[src/rtl/mac_pkg.sv]
// Shared definitions for the multi-lane MAC pipeline.
//   - Default lane count and operand/accumulator widths.
//   - stage_flags_t: per-stage beat framing {valid, first, last}.
//   - sat_add(): signed add that clamps to a w-bit two's-complement range.
//     Widths up to 63 bits are supported, which keeps the sum exact in 65 bits.
package mac_pkg;

  localparam int unsigned MAC_LANES = 4;
  localparam int unsigned MAC_A_W   = 8;
  localparam int unsigned MAC_B_W   = 8;
  localparam int unsigned MAC_ACC_W = 32;

  typedef struct packed {
    logic valid;
    logic first;
    logic last;
  } stage_flags_t;

  typedef struct packed {
    logic signed [63:0] sum;
    logic               sat;
  } sat_res_t;

  // Both operands must already lie inside the w-bit signed range.
  function automatic sat_res_t sat_add(input logic signed [63:0] acc,
                                       input logic signed [63:0] addend,
                                       input int unsigned        w);
    logic signed [64:0] s;
    logic signed [64:0] hi;
    logic signed [64:0] lo;
    sat_res_t           r;
    s  = {acc[63], acc} + {addend[63], addend};
    hi = (65'sd1 <<< (w - 1)) - 65'sd1;
    lo = -(65'sd1 <<< (w - 1));
    if (s > hi) begin
      r.sum = hi[63:0];
      r.sat = 1'b1;
    end else if (s < lo) begin
      r.sum = lo[63:0];
      r.sat = 1'b1;
    end else begin
      r.sum = s[63:0];
      r.sat = 1'b0;
    end
    return r;
  endfunction

endpackage

[src/rtl/mac_lane.sv]
// One MAC lane: S0 operand/bias capture, S1 signed multiply, S2 accumulate.
// Optional feature macro: MAC_SAT_EN (saturating accumulate + sticky o_sat).
// Ports:
//   clk, rst_n      clock, asynchronous active-low reset
//   i_en            global pipeline enable; every register holds when low
//   i_s1_valid      beat in S1 is valid (accumulate on it)
//   i_s1_first      beat in S1 opens a group (seed from its bias)
//   i_a, i_b        signed operands presented with the input beat
//   i_bias          signed seed presented with the input beat
//   o_y             accumulator value (group result when out_valid)
//   o_sat           sticky per-group clamp flag (0 without MAC_SAT_EN)
module mac_lane
  import mac_pkg::*;
#(
  parameter int unsigned A_W   = MAC_A_W,
  parameter int unsigned B_W   = MAC_B_W,
  parameter int unsigned ACC_W = MAC_ACC_W
) (
  input  logic                    clk,
  input  logic                    rst_n,
  input  logic                    i_en,
  input  logic                    i_s1_valid,
  input  logic                    i_s1_first,
  input  logic signed [A_W-1:0]   i_a,
  input  logic signed [B_W-1:0]   i_b,
  input  logic signed [ACC_W-1:0] i_bias,
  output logic signed [ACC_W-1:0] o_y,
  output logic                    o_sat
);

  logic signed [A_W-1:0]     r_a;
  logic signed [B_W-1:0]     r_b;
  logic signed [ACC_W-1:0]   r_bias0;
  logic signed [A_W+B_W-1:0] r_prod;
  logic signed [ACC_W-1:0]   r_bias1;
  logic signed [ACC_W-1:0]   r_acc;

  logic signed [ACC_W-1:0]   w_prod_ext;
  logic signed [ACC_W-1:0]   w_base;
  logic signed [ACC_W-1:0]   w_next;

  assign w_prod_ext = ACC_W'(r_prod);
  assign w_base     = i_s1_first ? r_bias1 : r_acc;

`ifdef MAC_SAT_EN
  sat_res_t w_res;
  logic     w_clamp;
  logic     r_sat;

  assign w_res   = sat_add(64'(w_base), 64'(w_prod_ext), ACC_W);
  assign w_next  = w_res.sum[ACC_W-1:0];
  assign w_clamp = w_res.sat;

  // A first beat restarts the sticky flag before folding in its own clamp.
  always_ff @(posedge clk or negedge rst_n) begin
    if (!rst_n) begin
      r_sat <= 1'b0;
    end else if (i_en && i_s1_valid) begin
      r_sat <= (i_s1_first ? 1'b0 : r_sat) | w_clamp;
    end
  end

  assign o_sat = r_sat;
`else
  assign w_next = w_base + w_prod_ext;
  assign o_sat  = 1'b0;
`endif

  always_ff @(posedge clk or negedge rst_n) begin
    if (!rst_n) begin
      r_a     <= '0;
      r_b     <= '0;
      r_bias0 <= '0;
      r_prod  <= '0;
      r_bias1 <= '0;
      r_acc   <= '0;
    end else if (i_en) begin
      r_a     <= i_a;
      r_b     <= i_b;
      r_bias0 <= i_bias;
      r_prod  <= r_a * r_b;
      r_bias1 <= r_bias0;
      // Bubbles leave the accumulator untouched.
      if (i_s1_valid) begin
        r_acc <= w_next;
      end
    end
  end

  assign o_y = r_acc;

endmodule

[src/rtl/mac_vec_pipeline.sv]
// Multi-lane signed MAC pipeline with valid/ready backpressure.
// Each lane accumulates a dot-product over a group of beats framed by
// in_first/in_last and emits one result per group, 2 cycles after the last beat.
// Optional feature macro: MAC_SAT_EN (saturating accumulation, out_sat flags).
// Ports:
//   clk, rst_n            clock, asynchronous active-low reset
//   in_valid/in_ready     input beat handshake
//   in_first/in_last      group framing of the beat
//   in_a, in_b            packed signed operands, lane 0 in LSBs
//   in_bias               packed signed group seeds, used on first beats
//   out_valid/out_ready   result handshake
//   out_y                 packed signed group results
//   out_sat               per-lane saturation flags
module mac_vec_pipeline
  import mac_pkg::*;
#(
  parameter int unsigned LANES = MAC_LANES,
  parameter int unsigned A_W   = MAC_A_W,
  parameter int unsigned B_W   = MAC_B_W,
  parameter int unsigned ACC_W = MAC_ACC_W
) (
  input  logic                   clk,
  input  logic                   rst_n,
  input  logic                   in_valid,
  output logic                   in_ready,
  input  logic                   in_first,
  input  logic                   in_last,
  input  logic [LANES*A_W-1:0]   in_a,
  input  logic [LANES*B_W-1:0]   in_b,
  input  logic [LANES*ACC_W-1:0] in_bias,
  output logic                   out_valid,
  input  logic                   out_ready,
  output logic [LANES*ACC_W-1:0] out_y,
  output logic [LANES-1:0]       out_sat
);

  stage_flags_t r_s0;
  stage_flags_t r_s1;
  logic         r_out_valid;
  logic         w_en;

  // A held result freezes the whole pipeline, so nothing can overtake it.
  assign w_en     = !r_out_valid || out_ready;
  assign in_ready = w_en;

  always_ff @(posedge clk or negedge rst_n) begin
    if (!rst_n) begin
      r_s0        <= '0;
      r_s1        <= '0;
      r_out_valid <= 1'b0;
    end else if (w_en) begin
      r_s0        <= '{valid: in_valid, first: in_first, last: in_last};
      r_s1        <= r_s0;
      r_out_valid <= r_s1.valid && r_s1.last;
    end
  end

  assign out_valid = r_out_valid;

  for (genvar l = 0; l < LANES; l++) begin : g_lane
    mac_lane #(
      .A_W   (A_W),
      .B_W   (B_W),
      .ACC_W (ACC_W)
    ) u_lane (
      .clk        (clk),
      .rst_n      (rst_n),
      .i_en       (w_en),
      .i_s1_valid (r_s1.valid),
      .i_s1_first (r_s1.first),
      .i_a        (in_a[l*A_W +: A_W]),
      .i_b        (in_b[l*B_W +: B_W]),
      .i_bias     (in_bias[l*ACC_W +: ACC_W]),
      .o_y        (out_y[l*ACC_W +: ACC_W]),
      .o_sat      (out_sat[l])
    );
  end

endmodule
[config.mk]
export PLATFORM = sky130hd
export DESIGN_NAME = mac_vec_pipeline
export DESIGN_NICKNAME = d
export VERILOG_FILES = /design/src/rtl/mac_pkg.sv /design/src/rtl/mac_lane.sv /design/src/rtl/mac_vec_pipeline.sv
export SDC_FILE = /design/constraint.sdc
export NUM_CORES = 2
export LEC_CHECK = 0
export CORE_ASPECT_RATIO = 1.25
export CORE_UTILIZATION = 50
export CTS_BUF_LIST = sky130_fd_sc_hd__clkbuf_8 sky130_fd_sc_hd__clkbuf_16
export CTS_CLUSTER_DIAMETER = 40
export DETAILED_ROUTE_END_ITERATION = 8
export HOLD_SLACK_MARGIN = 0.05
export PLACE_DENSITY = 0.68
export RECOVER_POWER = 25
export SLEW_MARGIN = 25
export SYNTH_ARGS = -nofsm -noshare
export SYNTH_HDL_FRONTEND = slang
export SYNTH_SLANG_ARGS = --single-unit
[constraint.sdc]
create_clock -name clk -period 9.01 [get_ports clk]
set_input_delay 1.3515 -clock clk [delete_from_list [all_inputs] [get_ports clk]]
set_output_delay 1.3515 -clock clk [all_outputs]
set_load 0.02 [all_outputs]
==> summary.txt <==
Synth
  • Mapped cell area: 36200 um2
  • Top cells by area, synth: dfrtp_1, nand2_1, fa_1, ha_1, mux2_2
  • Register bit count reported by yosys: 519
  • Synth warnings: 0
  • Most common cell in the synthesized netlist: nand2_1
  • Syn Area/Cell: 8.863 um2
  • Synth unique cells: 75
  • Synthesized instance count: 4085
  • Yosys top cell area share: 35.87%
  • Most frequent cells after synthesis: nand2_1, dfrtp_1, inv_1
  • Async SR Flop Fraction: 100.0%
  • Largest area contributor in the netlist: dfrtp_1
  • Post-synthesis sequential area ratio: 35.87%
  • Number of synthesized flops with an enable pin: 0
  • Ys flop type: dfrtp_1

Setup path
  • Worst-case reg-to-reg path depth: 20
  • Crit-path max FO: 95
  • Required @ worst endpoint: 7.66 ns
  • Max stage delay on crit path: 1.02 ns
  • Largest delay share family, worst path: buffers and inverters
  • Slowest CP cell: nor2b_1
  • Critical path cell sequence: dlygate4sd3_1 -> nor2b_1 -> inv_8 -> clkdlybuf4s50_1
  • Critical path depth in cells: 4
  • Critical Path Source Type: primary input
  • WP buf/inv: 3
  • Arr. time, crit path: 4.08 ns
  • CP endpoint kind: primary output
  • WS Path Type: primary input to primary output

Floorplan
  • Initial Util: 50.86%
  • Die W: 242.7 um
  • Rows: 109
  • Number of I/O pins: 332
  • Die Height: 302.9 um
  • Die area: 73500 um2
  • Area of the core: 71190 um2

Cells and area
  • Fillers: 6267
  • Register area: 12990 um2
  • Area delta synth->final: 19.82%
  • Post-route cell area: 43380 um2
  • Share of post-route cells with drive strength above 1: 7.347%
  • Multi-input logic area: 21250 um2
  • Net count, final: 5036

Global route
  • First-pass GRT wire length: 143200 um
  • GRT Total Usage: 23.97%
  • Vias in the first global route: 28240
  • Total gr overflow: 0
  • Largest net degree at the start of global routing: 216
  • Initial antenna violation count: 9

Clocking
  • Root buffer cell: clkbuf_16
  • Post_cts resized: 0
  • Worst-Skew Late Latency: 0.66 ns
  • Max clock buf depth: 3
  • Setup Buffers After CTS: 0
  • Clock Sink Count: 519
  • Cts hold-fix bufs: 0
  • H-tree depth: 3
  • CTS tree: yes
  • CTS clk-pin slew, worst paths: 0.06 ns
  • Num CTS Buffers: 89

STA
  • Max-Slew Margin vs Limit: -155.4%
  • Slew Limit Fails: 199
  • Setup-failing EPs final: 0
  • Hold slack: 0.4618 ns
  • Fmax: 184.1 MHz
  • Final min period: 5.431 ns
  • Total negative setup slack: 0 ns
  • Clock Skews: 0.06030 ns
  • Period utilisation layout: 60.28%
  • Hold Fails Final Rpt: 0
  • RSZ-0062 raised after global routing: false
  • Setup slack after layout: 3.579 ns
  • Slew @ Worst Pin: 3.831 ns

Outcome
  • Outcome: finished with violations
  • Failing checks: capacitance limit, slew limit

Placed design
  • Placed cell area: 40280 um2
  • Input/output buffers: 327
  • HPWL after detailed placement: 63540 um
  • Pre-CTS WS: 3.809 ns
  • Gp weighted congestion: 0.8726

Min path
  • Worst min-delay path class: flip-flop to flip-flop
  • Hold path cells: 2

Detailed routing
  • Via density: 5.144
  • First drt pass iteration count: 5
  • Residual DRC: 0
  • Vias: 27770
  • DR iter-0 viols: 1433
  • Final ANT Viol Nets: 0
  • Aggregate routed wire length: 86860 um
  • Routed len/inst: 16.09 um

Flow run
  • Max_cap viols: 4
==> worst paths after layout <==
kind	end	startpoint	slack (ns)
max	in_ready	out_ready	3.58
max reg2reg	g_lane[3].u_lane.r_prod[14]$_DFFE_PN0N_	g_lane[3].u_lane.r_a[3]$_DFFE_PN0N_	4.11
min reg2reg	g_lane[0].u_lane.r_bias1[2]$_DFFE_PN0N_	g_lane[0].u_lane.r_bias1[2]$_DFFE_PN0N_	0.46
min in group asynchronous	g_lane[1].u_lane.r_bias0[8]$_DFFE_PN0N_	rst_n	0.71
min	g_lane[0].u_lane.r_bias1[2]$_DFFE_PN0N_	g_lane[0].u_lane.r_bias1[2]$_DFFE_PN0N_	0.46
max in group asynchronous	g_lane[2].u_lane.o_y[29]$_DFFE_PN0P_	rst_n	4.08
==> cell type report <==
class	instances	share of cell area (%)
diodes	4	0.02307
multi-input cells	3044	48.98
repair buffers	348	7.989
clock buffers	100	5.509
well taps	943	2.720
inverters	372	3.236
flip-flops and latches	519	29.95
clock inverters	68	1.598
==> sequential cells by signal (all words and copies together) (netlist names) <==
name	cells
g_lane.u_lane.r_a	32
g_lane.u_lane.o_y	128
g_lane.u_lane.r_b	32
r_s1	3
g_lane.u_lane.r_bias1	128
g_lane.u_lane.r_bias0	128
out_valid	1
g_lane.u_lane.r_prod	64
r_s0	3
==> per-stage QoR <==
step / cells / util [%]
global placement: 5225 / 56.59
detailed placement: 5225 / 56.59
finish: 5398 / 60.94
floorplan: 4088 / -
global route: 5396 / 60.93
CTS: 5393 / 60.92
==> placed cells by master, fill, tap and decap left out, types with 11 or more instances in the layout <==
master,count
o21bai_1,21
xnor2_1,90
clkbuf_16,90
clkdlybuf4s50_1,325
o21ai_0,177
nor2_1,89
a21oi_1,155
nor2b_1,43
clkinvlp_4,15
nor3_1,17
nand2b_1,27
nand3_1,28
and3_1,12
o31ai_1,18
o211ai_1,12
a211oi_1,18
dfrtp_1,518
inv_6,11
and2_1,170
fa_1,224
xor2_1,73
inv_1,378
o21a_1,23
nand2_1,1278
mux2_2,125
clkinv_2,11
buf_4,14
a21o_1,70
ha_1,240
==> worst min-delay path, stage by stage (launching register included) <==
cell and delay (ns):
dfrtp_1 0.34, nand2_1 0.05, nand2_1 0.05
==> cell families (layout without fill, tap and decap cells) <==
| logic type | Yosys count | in the layout | share of synthesized area [%] |
|---|---|---|---|
| simple gates | 1712 | 1712 | 20.09 |
| mux | 133 | 133 | 4.109 |
| compound gates | 566 | 566 | 9.697 |
| fa+ha+maj | 464 | 464 | 20.68 |
| buf+inv | 525 | 888 | 5.495 |
| xor+xnor | 165 | 165 | 4.050 |
| other cells | 1 | 8 | 0.01036 |
| flops | 519 | 519 | 35.87 |
==> per-layer routing <==
metal	global-route usage, %	vias up	part of all wire, %
met4	9.149	10	3.2
li1	-	13730	-
met1	31.53	13380	45
met2	40.25	496	48
met5	0	-	0.077
met3	3.441	157	3.8
Power is not shown: default switching activity piles up to over one toggle a cycle in this logic, so the estimate is an artifact.
